### config.mk
export PLATFORM = sky130hd
export DESIGN_NAME = control_unit_pipe
export DESIGN_NICKNAME = d
export VERILOG_FILES = /design/src/rtl/ctrl_pkg.sv /design/src/rtl/control_decode.sv /design/src/rtl/control_unit_pipe.sv
export SDC_FILE = /design/constraint.sdc
export NUM_CORES = 1
export LEC_CHECK = 0
export BUFFER_PORTS_ARGS = -buffer_cell sky130_fd_sc_hd__buf_2
export CELL_PAD_IN_SITES_DETAIL_PLACEMENT = 1
export CELL_PAD_IN_SITES_GLOBAL_PLACEMENT = 2
export CORE_ASPECT_RATIO = 1.5
export CORE_MARGIN = 8
export CORE_UTILIZATION = 32
export CTS_BUF_LIST = sky130_fd_sc_hd__clkbuf_4 sky130_fd_sc_hd__clkbuf_8 sky130_fd_sc_hd__clkbuf_16
export CTS_CLUSTER_DIAMETER = 150
export CTS_CLUSTER_SIZE = 20
export DETAILED_ROUTE_END_ITERATION = 6
export HOLD_SLACK_MARGIN = 0.02
export PLACE_DENSITY_LB_ADDON = 0.12
export SLEW_MARGIN = 10
export SYNTH_ARGS = -nofsm -noshare
export SYNTH_HDL_FRONTEND = slang
export SYNTH_SLANG_ARGS = --single-unit
### constraint.sdc
create_clock -name clk -period 3.8 [get_ports clk]
set_input_delay 0.76 -clock clk [delete_from_list [all_inputs] [get_ports clk]]
set_output_delay 0.76 -clock clk [all_outputs]
set_load 0.02 [all_outputs]
### src/rtl/ctrl_pkg.sv
// Shared decode/control definitions for the registered decode stage:
// opcodes, ALU function codes, FSM states and the decoded-control bundle.
package ctrl_pkg;

    localparam logic [6:0] OP_R   = 7'b0110011;
    localparam logic [6:0] OP_I   = 7'b0010011;
    localparam logic [6:0] OP_B   = 7'b1100011;
    localparam logic [6:0] OP_LW  = 7'b0000011;
    localparam logic [6:0] OP_S   = 7'b0100011;
    localparam logic [6:0] OP_SYS = 7'b1110011;

    localparam logic [6:0] F7_BASE   = 7'b0000000;
    localparam logic [6:0] F7_ALT    = 7'b0100000;
    localparam logic [6:0] F7_MULDIV = 7'b0000001;

    typedef enum logic [3:0] {
        FnAdd     = 4'd0,
        FnSub     = 4'd1,
        FnAddi    = 4'd2,
        FnMul     = 4'd3,
        FnDiv     = 4'd4,
        FnRem     = 4'd5,
        FnSll     = 4'd6,
        FnSrl     = 4'd7,
        FnAnd     = 4'd8,
        FnOr      = 4'd9,
        FnXor     = 4'd10,
        FnLw      = 4'd11,
        FnSw      = 4'd12,
        FnBeq     = 4'd13,
        FnBne     = 4'd14,
        FnIllegal = 4'd15
    } func_e;

    typedef enum logic [1:0] {
        StRun  = 2'd0,
        StBusy = 2'd1,
        StHalt = 2'd2
    } state_e;

    typedef struct packed {
        logic  beq;
        logic  result_src;
        logic  mem_write;
        logic  alu_src;
        logic  imm_src;
        logic  reg_write;
        logic  illegal;
        logic  is_mul;
        logic  is_div;
        logic  is_ret;
        func_e fn;
    } dec_t;

    function automatic dec_t dec_illegal();
        dec_t d;
        d         = '0;
        d.illegal = 1'b1;
        d.fn      = FnIllegal;
        return d;
    endfunction

endpackage

### src/rtl/control_decode.sv
// Pure combinational opcode/func3/func7 decode into E-stage controls.
// Anything not explicitly listed decodes as illegal.
module control_decode
    import ctrl_pkg::*;
#(
    parameter int unsigned ENABLE_M = 1
) (
    input  logic [6:0] i_opcode,
    input  logic [2:0] i_func3,
    input  logic [6:0] i_func7,
    output dec_t       o_dec
);

    func_e w_rfn;

    always_comb begin
        o_dec = dec_illegal();
        w_rfn = FnIllegal;

        case ({i_func7, i_func3})
            {F7_BASE, 3'b000}:   w_rfn = FnAdd;
            {F7_ALT, 3'b000}:    w_rfn = FnSub;
            {F7_BASE, 3'b001}:   w_rfn = FnSll;
            {F7_BASE, 3'b101}:   w_rfn = FnSrl;
            {F7_BASE, 3'b111}:   w_rfn = FnAnd;
            {F7_BASE, 3'b110}:   w_rfn = FnOr;
            {F7_BASE, 3'b100}:   w_rfn = FnXor;
            {F7_MULDIV, 3'b000}: w_rfn = (ENABLE_M != 0) ? FnMul : FnIllegal;
            {F7_MULDIV, 3'b100}: w_rfn = (ENABLE_M != 0) ? FnDiv : FnIllegal;
            {F7_MULDIV, 3'b110}: w_rfn = (ENABLE_M != 0) ? FnRem : FnIllegal;
            default:             w_rfn = FnIllegal;
        endcase

        // imm_src: 1 selects the I/S immediate path, 0 the branch offset.
        case (i_opcode)
            OP_R: begin
                if (w_rfn != FnIllegal) begin
                    o_dec           = '0;
                    o_dec.fn        = w_rfn;
                    o_dec.reg_write = 1'b1;
                    o_dec.is_mul    = (w_rfn == FnMul);
                    o_dec.is_div    = (w_rfn == FnDiv) || (w_rfn == FnRem);
                end
            end
            OP_I: begin
                if (i_func3 == 3'b000) begin
                    o_dec           = '0;
                    o_dec.fn        = FnAddi;
                    o_dec.alu_src   = 1'b1;
                    o_dec.imm_src   = 1'b1;
                    o_dec.reg_write = 1'b1;
                end
            end
            OP_B: begin
                if (i_func3 == 3'b000 || i_func3 == 3'b001) begin
                    o_dec     = '0;
                    o_dec.fn  = (i_func3 == 3'b000) ? FnBeq : FnBne;
                    o_dec.beq = 1'b1;
                end
            end
            OP_LW: begin
                if (i_func3 == 3'b010) begin
                    o_dec            = '0;
                    o_dec.fn         = FnLw;
                    o_dec.result_src = 1'b1;
                    o_dec.alu_src    = 1'b1;
                    o_dec.imm_src    = 1'b1;
                    o_dec.reg_write  = 1'b1;
                end
            end
            OP_S: begin
                if (i_func3 == 3'b010) begin
                    o_dec           = '0;
                    o_dec.fn        = FnSw;
                    o_dec.mem_write = 1'b1;
                    o_dec.alu_src   = 1'b1;
                    o_dec.imm_src   = 1'b1;
                end
            end
            OP_SYS: begin
                if (i_func3 == 3'b000) begin
                    o_dec        = '0;
                    o_dec.fn     = FnAdd;
                    o_dec.is_ret = 1'b1;
                end
            end
            default: o_dec = dec_illegal();
        endcase
    end

endmodule

### src/rtl/control_unit_pipe.sv
// Registered decode/control stage: captures decoded controls into E, stalls D
// for multi-cycle M-extension ops and parks in a sticky halt on traps.
module control_unit_pipe
    import ctrl_pkg::*;
#(
    parameter int unsigned MUL_LAT  = 3,
    parameter int unsigned DIV_LAT  = 8,
    parameter int unsigned ENABLE_M = 1,
    parameter int unsigned FUNC_W   = 4
) (
    input  logic              clk,
    input  logic              reset,
    input  logic              dec_valid,
    input  logic [6:0]        opcode,
    input  logic [2:0]        func3,
    input  logic [6:0]        func7,
    input  logic              flush,
    output logic              e_valid,
    output logic              e_beq,
    output logic              e_result_src,
    output logic              e_mem_write,
    output logic [FUNC_W-1:0] e_function,
    output logic              e_alu_src,
    output logic              e_imm_src,
    output logic              e_reg_write,
    output logic              e_illegal,
    output logic              stall_d,
    output logic              halted
);

    localparam int unsigned MAX_LAT = (MUL_LAT > DIV_LAT) ? MUL_LAT : DIV_LAT;
    localparam int unsigned CNT_W   = $clog2(MAX_LAT + 1);

    typedef struct packed {
        logic              valid;
        logic              beq;
        logic              result_src;
        logic              mem_write;
        logic [FUNC_W-1:0] fn;
        logic              alu_src;
        logic              imm_src;
        logic              reg_write;
        logic              illegal;
    } e_reg_t;

    dec_t             w_dec;
    e_reg_t           w_cap;
    e_reg_t           r_e;
    e_reg_t           w_e_d;
    state_e           r_state;
    state_e           w_state_d;
    logic [CNT_W-1:0] r_cnt;
    logic [CNT_W-1:0] w_cnt_d;

    control_decode #(
        .ENABLE_M (ENABLE_M)
    ) u_decode (
        .i_opcode (opcode),
        .i_func3  (func3),
        .i_func7  (func7),
        .o_dec    (w_dec)
    );

    always_comb begin
        w_cap            = '0;
        w_cap.valid      = 1'b1;
        w_cap.beq        = w_dec.beq;
        w_cap.result_src = w_dec.result_src;
        w_cap.mem_write  = w_dec.mem_write;
        w_cap.fn         = w_dec.illegal ? {FUNC_W{1'b1}} : FUNC_W'(w_dec.fn);
        w_cap.alu_src    = w_dec.alu_src;
        w_cap.imm_src    = w_dec.imm_src;
        w_cap.reg_write  = w_dec.reg_write;
        w_cap.illegal    = w_dec.illegal;
    end

    always_comb begin
        w_state_d = r_state;
        w_cnt_d   = r_cnt;
        w_e_d     = r_e;

        unique case (r_state)
            StRun: begin
                if (flush || !dec_valid) begin
                    w_e_d = '0;
                end else begin
                    w_e_d = w_cap;
                    if (w_dec.illegal || w_dec.is_ret) begin
                        w_state_d = StHalt;
                    end else if (w_dec.is_mul && (MUL_LAT > 1)) begin
                        w_state_d = StBusy;
                        w_cnt_d   = CNT_W'(MUL_LAT - 1);
                    end else if (w_dec.is_div && (DIV_LAT > 1)) begin
                        w_state_d = StBusy;
                        w_cnt_d   = CNT_W'(DIV_LAT - 1);
                    end
                end
            end
            // E holds the multi-cycle op; D inputs are ignored until the count expires.
            StBusy: begin
                if (r_cnt == CNT_W'(1)) begin
                    w_state_d = StRun;
                end else begin
                    w_cnt_d = r_cnt - CNT_W'(1);
                end
            end
            StHalt: begin
                w_e_d = '0;
            end
            default: begin
                w_state_d = StRun;
                w_cnt_d   = '0;
                w_e_d     = '0;
            end
        endcase
    end

    always_ff @(posedge clk or posedge reset) begin
        if (reset) begin
            r_state <= StRun;
            r_cnt   <= '0;
            r_e     <= '0;
        end else begin
            r_state <= w_state_d;
            r_cnt   <= w_cnt_d;
            r_e     <= w_e_d;
        end
    end

    assign e_valid      = r_e.valid;
    assign e_beq        = r_e.beq;
    assign e_result_src = r_e.result_src;
    assign e_mem_write  = r_e.mem_write;
    assign e_function   = r_e.fn;
    assign e_alu_src    = r_e.alu_src;
    assign e_imm_src    = r_e.imm_src;
    assign e_reg_write  = r_e.reg_write;
    assign e_illegal    = r_e.illegal;
    assign stall_d      = (r_state != StRun);
    assign halted       = (r_state == StHalt);

endmodule

# Yosys cells after proc, flatten, opt, wreduce, memory -nomap -nowiden
# Index checks and enable logic that the tools add are counted.
[word_totals]
word_cells = 78
output_inout_bits = 14
reg_bits = 18
inputBits = 21
[classes]
n_reduce_logical = 11
n_mux = 24
add_sub_neg = 1
bitwise_logic = 1
eq_ne = 30
[op_table]
columns = ["op", "count"]
rows = [
  ["one-hot mux 14 bit (6 select lines)", 1],
  ["== test 10 x 3 -> 1 bit, second input constant", 4],
  ["one-hot mux 4 bit (10 select lines)", 1],
  ["== test 10 x 4 -> 1 bit, second input constant", 3],
  ["two-way mux 12 bit", 2],
  ["two-way mux 4 bit", 6],
  ["one-hot mux 12 bit (2 select lines)", 1],
  ["== test 7 x 6 -> 1 bit, second input constant", 2],
  ["== test 7 bit, second input constant", 2],
  ["two-way mux 14 bit", 1],
  ["two-way mux 13 bit", 1],
  ["two-way mux 2 bit", 6],
  ["one-hot mux 4 bit (3 select lines)", 1],
  ["two-way mux 11 bit", 1],
  ["== test 10 x 1 -> 1 bit, second input constant", 1],
  ["== test 10 x 9 -> 1 bit, second input constant", 1],
  ["logical NOT 10 bit", 1],
  ["two-way mux 9 bit", 1],
  ["== test 4 x 3 -> 1 bit, second input constant", 2],
  ["two-way mux 8 bit", 1],
  ["!= test 2 bit, second input constant", 4],
  ["== test 7 x 2 -> 1 bit, second input constant", 1],
  ["== test 7 x 5 -> 1 bit, second input constant", 1],
  ["one-hot mux 2 bit (3 select lines)", 1],
  ["other kinds (18)", 21],
]

# Depth between registers and ports, before layout
# Gate-level depths: netlist of run 1.
[depth]
ltp_word = 11
ltp_mapped = 7
ltp_nobuf = 6

# Cells and area by module
# From an unflattened synthesis of run 1, not the netlist that was laid out.
[hier_totals]
cells_unflattened = 168
area_unflattened_um2 = 1460.2
[by_module_without_submodules]
columns = ["mod", "cells_each", "instances", "area_per_inst_um2", "seq_area_each_um2"]
rows = [
  ["control_unit_pipe", 78, 1, 854.6, 450.4],
  ["control_decode", 90, 1, 605.6, 0.0],
]

# Worst setup path before layout of run 1
# No wires, ideal clock.
[synth_timing]
kind = "in2reg"
start = "input func3[1]"
end = "register r_cnt[0]"
path_stages = 6
arrival_ns = 2.330
path_buffers = 1
setup_ns = 0.130
required_ns = 3.670
slack_ns = 1.341
cell_sequence = "clkbuf_1 > mux2_2 > a211o_1 > or4_1 > o21ai_1 > a21oi_1"
[synth_between]
elab_chain_cells = 9
word_cells_on_any_way = 35
classes_between = "eq/ne: 17; mux: 12; reduce/logical: 6"
[synth_rtl]
columns = ["item", "line_no", "rtl"]
rows = [
  ["from (decl)", "control_unit_pipe.sv:15", "input logic [2:0] func3,"],
  ["== test 10 x 4 -> 1 bit (tied with other cells)", "control_decode.sv:20", "case ({i_func7, i_func3})"],
  ["one-hot mux 4 bit (10 select lines)", "control_decode.sv:20", ""],
  ["== test 4 x 2 -> 1 bit or != test 4 bit (tied branches)", "control_decode.sv:41, control_decode.sv:37", ""],
  ["two-way mux 9 bit", "control_decode.sv:37", "if (w_rfn != FnIllegal) begin"],
  ["one-hot mux 14 bit (6 select lines) *", "control_decode.sv:35", "case (i_opcode)"],
  ["two-way mux 4 bit", "control_unit_pipe.sv:90", "end else if (w_dec.is_mul && (MUL_LAT > 1)) begin"],
  ["two-way mux 4 bit", "control_unit_pipe.sv:88", "if (w_dec.illegal || w_dec.is_ret) begin"],
  ["two-way mux 4 bit", "control_unit_pipe.sv:84", "if (flush || !dec_valid) begin"],
  ["one-hot mux 4 bit (3 select lines)", "control_unit_pipe.sv:82", "unique case (r_state)"],
  ["to (signal assigned)", "control_unit_pipe.sv:125", "r_cnt <= w_cnt_d;"],
  ["to (decl)", "control_unit_pipe.sv:52", "logic [CNT_W-1:0] r_cnt;"],
]
# Every way passes the cells marked *; elsewhere a longest branch is shown, timed or not. The select of a mux whose other input is x is not followed.
# A chain may end at the register's enable or synchronous reset.

# Worst setup path after layout of run 1
[layout_timing]
start = "input flush"
end = "register r_cnt[2]"
[layout_between]
elab_chain_cells = 3
[layout_rtl]
columns = ["item", "line_no", "rtl"]
rows = [
  ["from (decl)", "control_unit_pipe.sv:17", "input logic flush,"],
  ["logical OR 1 bit", "control_unit_pipe.sv:84", ""],
  ["!= test 2 bit (no line)", "-", ""],
  ["AND reduction 5 bit (no line)", "-", ""],
]
# Every way passes these cells.

==> run_results.csv, run 1 <==
group,metric,value,unit
placement,gp_congestion,0.773,
floorplanning,initial_core_util,0.325,
floorplanning,die_area,0.00658,sq mm
worst_setup_path,startpoint,"flush",
floorplanning,coreArea,0.00414,sq mm
timing,rsz0062_at_grt,"no",
worst_setup_path,ff2ff_setup_slack,1.47,ns
logic_synthesis,async_reset_ff_frac,1.00,
logic_synthesis,ys_warn_count,0,
power_and_ir_drop,p_int,0.285,mW
layout,insertedDiodeCount,0,
routing,ant_nets,0,
global_routing,grt_pass1_vias,1463,
clocking,cts_buffer_depth,2,
logic_synthesis,synth.most_common_cell,"nand2_1",
run,cap_violations,0,
worst_setup_path,crit_type,"in -> reg",
worst_setup_path,reg2reg_to,"r_cnt[2]$_DFFE_PP0P_",
clocking,clk_pin_slew_worst_paths,0.06,ns
timing,relSlewSlack,0.288,
worst_setup_path,crit_family,"simple AND/OR/NAND/NOR gates",
logic_synthesis,synth_area,0.00135,sq mm
clocking,cts_tree,"yes",
clocking,post_cts.repair.setup_buffers,0,
logic_synthesis,synth_edf_count,0,
routing,vias,1373,
routing,first_iter_violations,47,
routing,drcViolationCount,0,
layout,drive_gt1_frac,0.241,
layout,fill_cells,529,
power_and_ir_drop,power,0.378,mW
timing,skew,0.00409,ns
timing,tightest_slew,1.06,ns
worst_setup_path,path_max_fanout,5,
worst_setup_path,reg2reg_depth,5,
worst_setup_path,regToRegStartpoint,"r_state[1]$_DFFE_PP0P_",
worst_setup_path,cp_num_buf_inv,1,
min_path,worstHoldPathType,"reg -> reg",
logic_synthesis,ys_types,47,
routing,wl_per_cell,17.4,microns
placement,port_buffers,34,
layout,post-route-util,0.381,
layout,syn_to_final_growth,16.9,%
timing,final_max_slew_viol_count,0,
routing,drtPass1Iterations,4,
timing,setup_viol,0,
run_status,run_status,"completed",
logic_synthesis,synth_top_cell_by_area,"dfrtp_1",
power_and_ir_drop,comb_power_share,0.152,
power_and_ir_drop,p_leak,0.697,nW
floorplanning,io_pins,35,
layout,multiInputGateArea,835,sq um
logic_synthesis,synthesis.nets,192,
layout,finalNetCount,219,
min_path,min_path_cells,2,
floorplanning,die_w,69.0,microns
timing,finalSetupTns,0,ns
global_routing,antenna_found_initial,0,
logic_synthesis,synthTopCellsByArea,"dfrtp_1 32%, nand2_1 5.6%, o21ai_0 5.6%, nor3_1 3.0%, clkbuf_1 2.8%",
clocking,post_cts_resized,0,
timing,hold_viol_final,0,
logic_synthesis,syn_area_per_cell,7.97,sq um
clocking,h-tree-depth,1,
worst_setup_path,arrival,2.54,ns
clocking,cts-buffers-inserted,3,
timing,max_freq,420,MHz
worst_setup_path,required,3.96,ns
power_and_ir_drop,max-vdd-ir-drop,179,uV
routing,finalWirelength,4190,microns
power_and_ir_drop,powerDensity,240,mW/mm^2
global_routing,grt_remaining_overflow,0,
clocking,cts_root_buf,"clkbuf_8",
logic_synthesis,synth_top_area_frac,0.316,
global_routing,grt_max_degree,19,
floorplanning,die_h,95.4,microns
power_and_ir_drop,p_seq_frac,0.478,
worst_setup_path,cp.depth,6,
timing,fin_crit,2.38,ns
logic_synthesis,ys_seq_area_frac,0.316,
clocking,insertion_delay,0.25,ns
power_and_ir_drop,clockPowerShare,0.370,
worst_setup_path,cp-endpoint,"r_cnt[2]$_DFFE_PP0P_",
global_routing,track_usage,0.135,
worst_setup_path,cp-start-kind,"primary input",
global_routing,grt_pass1_wl,7040,microns
floorplanning,rows,29,
worst_setup_path,cp_slowest_stage_delay,0.53,ns
placement,place_inst,237,
power_and_ir_drop,swShare,0.247,
worst_setup_path,cp_slowest_cell,"nor4b_1",
logic_synthesis,synthCells,169,
logic_synthesis,ys_seq_elements,17,
clocking,cts.sinks,17,
logic_synthesis,synthFlopType,"dfrtp_1",
routing,viasPerCell,5.70,
logic_synthesis,synthTopCellsByCount,"20 x nand2_1, 17 x dfrtp_1, 15 x o21ai_0",
clocking,holdBufCountCts,0,
layout,regArea,425,sq um
worst_setup_path,critPathCaptureType,"register",
placement,dpl.hpwl,3400,microns
timing,period_share,0.626,
power_and_ir_drop,power.switching,0.0934,mW
layout,fin_cells,241,
worst_setup_path,critical_path.cell_chain,"buf_2 > nor4b_1 > nand3_1 > nor3_1 > o22ai_1 > a22oi_1",
layer usage:
layer  vias to the layer above  track usage  share of wire
met1                       669        0.172           0.44
li1                        676            -              -
met4                         0       0.0521          0.017
met5                         -            0              0
met3                         6      0.00941          0.032
met2                        22        0.226           0.51
kinds of logic after synthesis:
| kind of cell | Yosys count | share of synthesized area |
|---|---|---|
| buffers and inverters | 22 | 0.0641 |
| muxes | 2 | 0.0167 |
| adders and majority gates | 3 | 0.0260 |
| xor gates and xnor gates | 3 | 0.0195 |
| AOI/OAI and AO/OA | 51 | 0.257 |
| DFF | 17 | 0.316 |
| and+or+nand+nor | 71 | 0.300 |
through the flow:
| step | setup slack [ns] | hold WS [ns] | area [sq um] |
|---|---|---|---|
| after floorplan | 1.34 | 0.501 | 1350 |
| after global placement | 1.13 | 0.460 | 1530 |
| after detailed placement | 1.14 | 0.470 | 1530 |
| after CTS | 1.39 | 0.486 | 1570 |
| after global routing | 1.20 | 0.502 | 1570 |
| final | 1.42 | 0.475 | 1570 |
worst reg2reg max path, cell delays in order (launching register included):
cell and delay (ns):
dfrtp_1 0.49, nor4b_1 0.61, nand3_1 0.35, nor3_1 0.47, o22ai_1 0.12, a22oi_1 0.20
final cells by class:
cell class	instances	area share
inverters	10	0.0238
repair buffers	34	0.108
clock buffers	4	0.0310
well taps	46	0.0366
multi-input cells	130	0.530
flip-flops and latches	17	0.270
layout by cell type, fill, tap and decap left out, types with 4 or more instances in the layout:
cell,netlist,routed
nor3b_1,5,5
buf_2,0,34
a21oi_1,5,5
o21ai_0,15,15
inv_1,10,10
nand2_1,20,20
nor2_1,7,7
nor2b_1,4,4
nand3_1,7,7
dfrtp_1,17,17
nor3_1,8,8
a31oi_1,5,5
worst min-delay path by stage:
stage / startpoint / to / slack (ns)
global placement: e_valid$_DFFE_PP0N_ / e_valid$_DFFE_PP0N_ / 0.46
finish: e_valid$_DFFE_PP0N_ / e_valid$_DFFE_PP0N_ / 0.47
CTS: e_valid$_DFFE_PP0N_ / e_valid$_DFFE_PP0N_ / 0.49
floorplan: r_cnt[3]$_DFFE_PP0P_ / r_cnt[3]$_DFFE_PP0P_ / 0.50
detailed placement: e_valid$_DFFE_PP0N_ / e_valid$_DFFE_PP0N_ / 0.47
global route: e_valid$_DFFE_PP0N_ / e_valid$_DFFE_PP0N_ / 0.50
sequential cells by signal, indices dropped and copies added, names as in the netlist:
name / flops
e_alu_src: 1
e_beq: 1
e_function: 4
e_illegal: 1
e_mem_write: 1
e_reg_write: 1
e_result_src: 1
e_valid: 1
r_cnt: 4
r_state: 2
power groups by stage:
stage / Clock [mW] / Sequential [mW] / Combinational, mW
after floorplan: 0 / 0.184 / 0.0380
after global placement: 0 / 0.184 / 0.0566
after detailed placement: 0 / 0.184 / 0.0582
after CTS: 0.144 / 0.181 / 0.0584
after global routing: 0.151 / 0.181 / 0.0641
final: 0.140 / 0.181 / 0.0575
Power figures use the tool's default switching activity.
==> run 2, diff against run 1 <==
- CORE_UTILIZATION: 32 -> 30
- clock period: 3.8 -> 2.3 ns (I/O delays scaled with it)
==> run 2 against run 1 <==
  * Clock skew is essentially flat
  * Non-clock buffer count grew 12
  * Global-route usage is essentially flat
  * Count of clock-buffer cells in the layout is the same
  * Critical path type unchanged
  * Highest routed layer unchanged
==> run_results.csv, run 2 (synthesis results as in run 1) <==
group,metric,value,unit
clocking,post_cts_resized,0,
timing,rsz0062_at_grt,"no",
worst_setup_path,cp_num_buf_inv,1,
worst_setup_path,cp.depth,6,
placement,port_buffers,34,
power_and_ir_drop,max-vdd-ir-drop,155,uV
layout,insertedDiodeCount,0,
layout,final_cell_mix,"34 x buf_2, 20 x nand2_1, 17 x dfrtp_1",
global_routing,antenna_found_initial,0,
timing,period_share,0.896,
power_and_ir_drop,swShare,0.265,
worst_setup_path,cp_slowest_cell,"or4_4",
timing,setup_viol,0,
clocking,h-tree-depth,1,
clocking,cts-buffers-inserted,3,
worst_setup_path,regToRegStartpoint,"r_state[1]$_DFFE_PP0P_",
timing,final_max_slew_viol_count,0,
timing,max_freq,485,MHz
run,cap_violations,0,
routing,finalWirelength,4540,microns
floorplanning,die_area,0.00693,sq mm
power_and_ir_drop,clockPowerShare,0.379,
routing,wl_per_cell,17.8,microns
power_and_ir_drop,p_int,0.478,mW
timing,skew,0.00389,ns
timing,fin_ws,0.238,ns
clocking,cts_root_buf,"clkbuf_8",
routing,viasPerCell,5.56,
floorplanning,die_w,70.7,microns
placement,dp_slack,-0.0371,ns
power_and_ir_drop,power,0.650,mW
worst_setup_path,crit_family,"simple AND/OR/NAND/NOR gates",
worst_setup_path,reg2reg_to,"r_cnt[2]$_DFFE_PP0P_",
layout,finalNetCount,231,
clocking,cts.sinks,17,
clocking,post_cts.repair.setup_buffers,0,
run_status,run_status,"completed",
power_and_ir_drop,power.switching,0.173,mW
worst_setup_path,critPathCaptureType,"register",
routing,drtPass1Iterations,4,
floorplanning,initial_core_util,0.304,
clocking,insertion_delay,0.26,ns
timing,relSlewSlack,0.530,
floorplanning,io_pins,35,
clocking,clk_pin_slew_worst_paths,0.07,ns
global_routing,grt_remaining_overflow,0,
worst_setup_path,cp_slowest_stage_delay,0.54,ns
timing,tightest_slew,0.704,ns
worst_setup_path,required,2.44,ns
placement,post_dp_cell_area,0.00162,sq mm
layout,fill_cells,559,
placement,place_inst,251,
worst_setup_path,critical_path.cell_chain,"buf_2 > or4_4 > or3_1 > or4b_1 > o211ai_2 > a22oi_1",
power_and_ir_drop,p_seq_frac,0.459,
layout,final_common_cell,"buf_2",
global_routing,grt_pass1_vias,1512,
floorplanning,die_h,98.0,microns
layout,post-route-util,0.376,
floorplanning,rows,30,
worst_setup_path,arrival,2.20,ns
placement,dpl.hpwl,3680,microns
clocking,cts_tree,"yes",
routing,drcViolationCount,0,
layout,drive_gt1_frac,0.285,
power_and_ir_drop,p_leak,0.757,nW
power_and_ir_drop,comb_power_share,0.162,
floorplanning,coreArea,0.00443,sq mm
worst_setup_path,crit_type,"in -> reg",
routing,vias,1417,
timing,fin_crit,2.06,ns
worst_setup_path,cp-start-kind,"primary input",
power_and_ir_drop,powerDensity,390,mW/mm^2
layout,final_area,0.00167,sq mm
clocking,holdBufCountCts,0,
min_path,worstHoldPathType,"in -> async",
global_routing,grt_pass1_wl,7600,microns
clocking,cts_buffer_depth,2,
global_routing,grt_max_degree,18,
layout,fin_cells,255,
worst_setup_path,ff2ff_setup_slack,0.35,ns
routing,first_iter_violations,20,
global_routing,track_usage,0.135,
worst_setup_path,reg2reg_depth,5,
timing,hold_viol_final,0,
layout,syn_to_final_growth,23.8,%
routing,ant_nets,0,
placement,gp_congestion,0.746,
worst_setup_path,path_max_fanout,4,
## run 2: changes by cell type in the layout (fill, tap and decap cells not counted), sizes merged
cell	previous run	this run
buf	34	46
## run 2: how the worst max path moves through the flow
| stage | from | endpoint | slack, ns |
|---|---|---|---|
| floorplan | func3[1] | r_cnt[0]$_DFFE_PP0P_ | 0.14 |
| global placement | func7[2] | r_cnt[2]$_DFFE_PP0P_ | 0.02 |
| detailed placement | func7[2] | r_cnt[2]$_DFFE_PP0P_ | -0.04 |
| CTS | func7[2] | r_cnt[2]$_DFFE_PP0P_ | 0.24 |
| global route | func7[2] | r_cnt[2]$_DFFE_PP0P_ | 0.17 |
| finish | func7[2] | r_cnt[2]$_DFFE_PP0P_ | 0.24 |
## run 2: metrics by stage
stage          setup TNS [ns]  hold slack [ns]
2_1_floorplan               0            0.386
3_3_place_gp                0            0.455
3_5_place_dp          -0.0371            0.458
4_1_cts                     0            0.329
5_1_grt                     0            0.369
6_report                    0            0.305
## run 2: area by class of cell
class                      count  area [sq um]  area share
sequential                    17           425       0.255
multi-input combinational    130           835       0.501
clock buffer                   4          48.8      0.0293
inverter                      10          37.5      0.0225
timing repair buffer          46           260       0.156
tap                           48          60.1      0.0360
## run 2: per-layer routing
| metal | vias up | GRT usage | routed length, microns |
|---|---|---|---|
| met1 | 699 | 0.144 | 1860 |
| met2 | 16 | 0.259 | 2530 |
| met3 | 4 | 0.00718 | 87 |
| met5 | - | 0 | 0 |
| met4 | 0 | 0.0580 | 72 |
| li1 | 698 | - | - |
## run 2: power by group through the flow
| stage | Clock, mW | Combinational [mW] | Sequential, mW |
|---|---|---|---|
| after detailed placement | 0 | 0.106 | 0.305 |
| after CTS | 0.252 | 0.107 | 0.299 |
| final | 0.246 | 0.105 | 0.299 |
| after floorplan | 0 | 0.0628 | 0.305 |
| after global placement | 0 | 0.103 | 0.305 |
| after global routing | 0.263 | 0.118 | 0.299 |
==> run 3, diff against run 2 <==
- SETUP_SLACK_MARGIN: unset -> 0.4
- SLEW_MARGIN: 10 -> 30
==> run 3 against run 2 <==
  * Maximum frequency up 1.7%
  * Critical path depth unchanged
  * Non-clock buffer count did not move
  * Global-route usage hardly changed
  * Count of clock-buffer cells in the layout unchanged
  * Combinational power about the same
  * First-iteration DRC count rose by 130%
  * Cell area increased by 0.30%
  * Worst hold slack better by 0.0034 ns
  * Register-to-register slack better by 0.09 ns
  * Sequential cell count unchanged
  * Sequential power barely moved
  * Critical path type unchanged
  * Critical endpoint unchanged
  * Largest power group unchanged
  * Highest routed layer unchanged
==> run_results.csv, run 3 (synthesis results as in run 1) <==
group,metric,value,unit
floorplanning,initial_core_util,0.304,
clocking,insertion_delay,0.25,ns
timing,tightest_slew,0.702,ns
worst_setup_path,cp_num_buf_inv,1,
power_and_ir_drop,p_seq_frac,0.462,
worst_setup_path,cp_slowest_cell,"or4_4",
layout,final_common_cell,"buf_2",
clocking,holdBufCountCts,0,
layout,regArea,425,sq um
floorplanning,coreArea,0.00443,sq mm
routing,drcViolationCount,0,
timing,setup_viol,0,
layout,post-route-util,0.377,
floorplanning,die_area,0.00693,sq mm
timing,fin_ws,0.273,ns
clocking,post_cts_resized,1,
global_routing,grt_remaining_overflow,0,
clocking,clk_pin_slew_worst_paths,0.07,ns
placement,dpl.hpwl,3720,microns
layout,final_cell_mix,"34 x buf_2, 20 x nand2_1, 17 x dfrtp_1",
timing,hold_viol_final,0,
clocking,cts_tree,"yes",
clocking,cts-buffers-inserted,3,
timing,max_freq,493,MHz
placement,port_buffers,34,
worst_setup_path,critPathCaptureType,"register",
floorplanning,rows,30,
layout,fill_cells,565,
clocking,cts_root_buf,"clkbuf_8",
power_and_ir_drop,p_leak,0.758,nW
global_routing,track_usage,0.134,
run_status,run_status,"completed",
power_and_ir_drop,p_int,0.478,mW
global_routing,grt_max_degree,18,
power_and_ir_drop,powerDensity,387,mW/mm^2
routing,wl_per_cell,17.8,microns
routing,viasPerCell,5.57,
power_and_ir_drop,power.switching,0.170,mW
routing,drtPass1Iterations,4,
layout,finalNetCount,231,
worst_setup_path,crit_family,"simple AND/OR/NAND/NOR gates",
floorplanning,io_pins,35,
worst_setup_path,crit_type,"in -> reg",
layout,drive_gt1_frac,0.290,
worst_setup_path,critical_path.cell_chain,"buf_2 > or4_4 > or3_1 > or4b_1 > o211ai_2 > a22oi_1",
layout,multiInputGateArea,840,sq um
layout,insertedDiodeCount,0,
routing,ant_nets,0,
worst_setup_path,required,2.43,ns
worst_setup_path,arrival,2.16,ns
placement,dp_slack,-0.00870,ns
floorplanning,die_h,98.0,microns
min_path,worstHoldPathType,"in -> async",
layout,syn_to_final_growth,24.2,%
worst_setup_path,regToRegStartpoint,"r_state[1]$_DFFE_PP0P_",
timing,fin_crit,2.03,ns
timing,finalSetupTns,0,ns
worst_setup_path,cp-start-kind,"primary input",
run,cap_violations,0,
layout,fin_cells,255,
global_routing,antenna_found_initial,0,
worst_setup_path,cp_slowest_stage_delay,0.54,ns
timing,relSlewSlack,0.531,
routing,finalWirelength,4550,microns
floorplanning,die_w,70.7,microns
power_and_ir_drop,clockPowerShare,0.374,
power_and_ir_drop,comb_power_share,0.165,
placement,gp_congestion,0.776,
timing,skew,0.00196,ns
routing,vias,1421,
routing,first_iter_violations,46,
timing,rsz0062_at_grt,"yes",
clocking,h-tree-depth,1,
clocking,post_cts.repair.setup_buffers,0,
placement,place_inst,251,
global_routing,grt_pass1_vias,1573,
timing,period_share,0.881,
global_routing,grt_pass1_wl,7690,microns
worst_setup_path,startpoint,"func7[2]",
power_and_ir_drop,max-vdd-ir-drop,167,uV
clocking,cts_buffer_depth,2,
clocking,cts.sinks,17,
timing,final_max_slew_viol_count,0,
power_and_ir_drop,swShare,0.262,
timing,hold_slack,0.308,ns
worst_setup_path,path_max_fanout,4,
[run 3: power by group through the flow]
stage	Combinational, mW	Clock [mW]	Sequential (mW)
2_1_floorplan	0.0630	0	0.305
3_3_place_gp	0.102	0	0.305
3_5_place_dp	0.107	0	0.305
4_1_cts	0.108	0.247	0.299
5_1_grt	0.120	0.260	0.299
6_report	0.107	0.242	0.299
[run 3: worst paths after layout]
kind	end	slack, ns	cells past startpoint
worst min-delay path	e_mem_write$_DFFE_PP0N_	0.31	2
worst max-delay path	r_cnt[2]$_DFFE_PP0P_	0.27	6
worst max register to register	e_function[3]$_DFFE_PP0N_	0.44	7
worst min register to register	e_valid$_DFFE_PP0N_	0.47	2
min in group clk	e_valid$_DFFE_PP0N_	0.47	2
max in group asynchronous	e_reg_write$_DFFE_PP0N_	1.55	2
[run 3: metrics by stage]
step / total power, mW / cell area, sq um
floorplan: 0.368 / 1350
global placement: 0.407 / 1620
detailed placement: 0.412 / 1620
CTS: 0.653 / 1670
global route: 0.679 / 1670
finish: 0.647 / 1670
[run 3: final cells by class]
cell class | instances | share of cell area
multi-input cells | 130 | 0.502
repair buffers | 46 | 0.156
inverters | 10 | 0.0225
well taps | 48 | 0.0359
clock buffers | 4 | 0.0292
flip-flops and latches | 17 | 0.254
[run 3: routing by layer]
metal / vias up / track usage / wire length, microns
met5: - / 0 / 0
met4: 0 / 0.0483 / 63
met3: 4 / 0.0103 / 125
met2: 22 / 0.255 / 2460
met1: 693 / 0.148 / 1900
li1: 702 / - / -
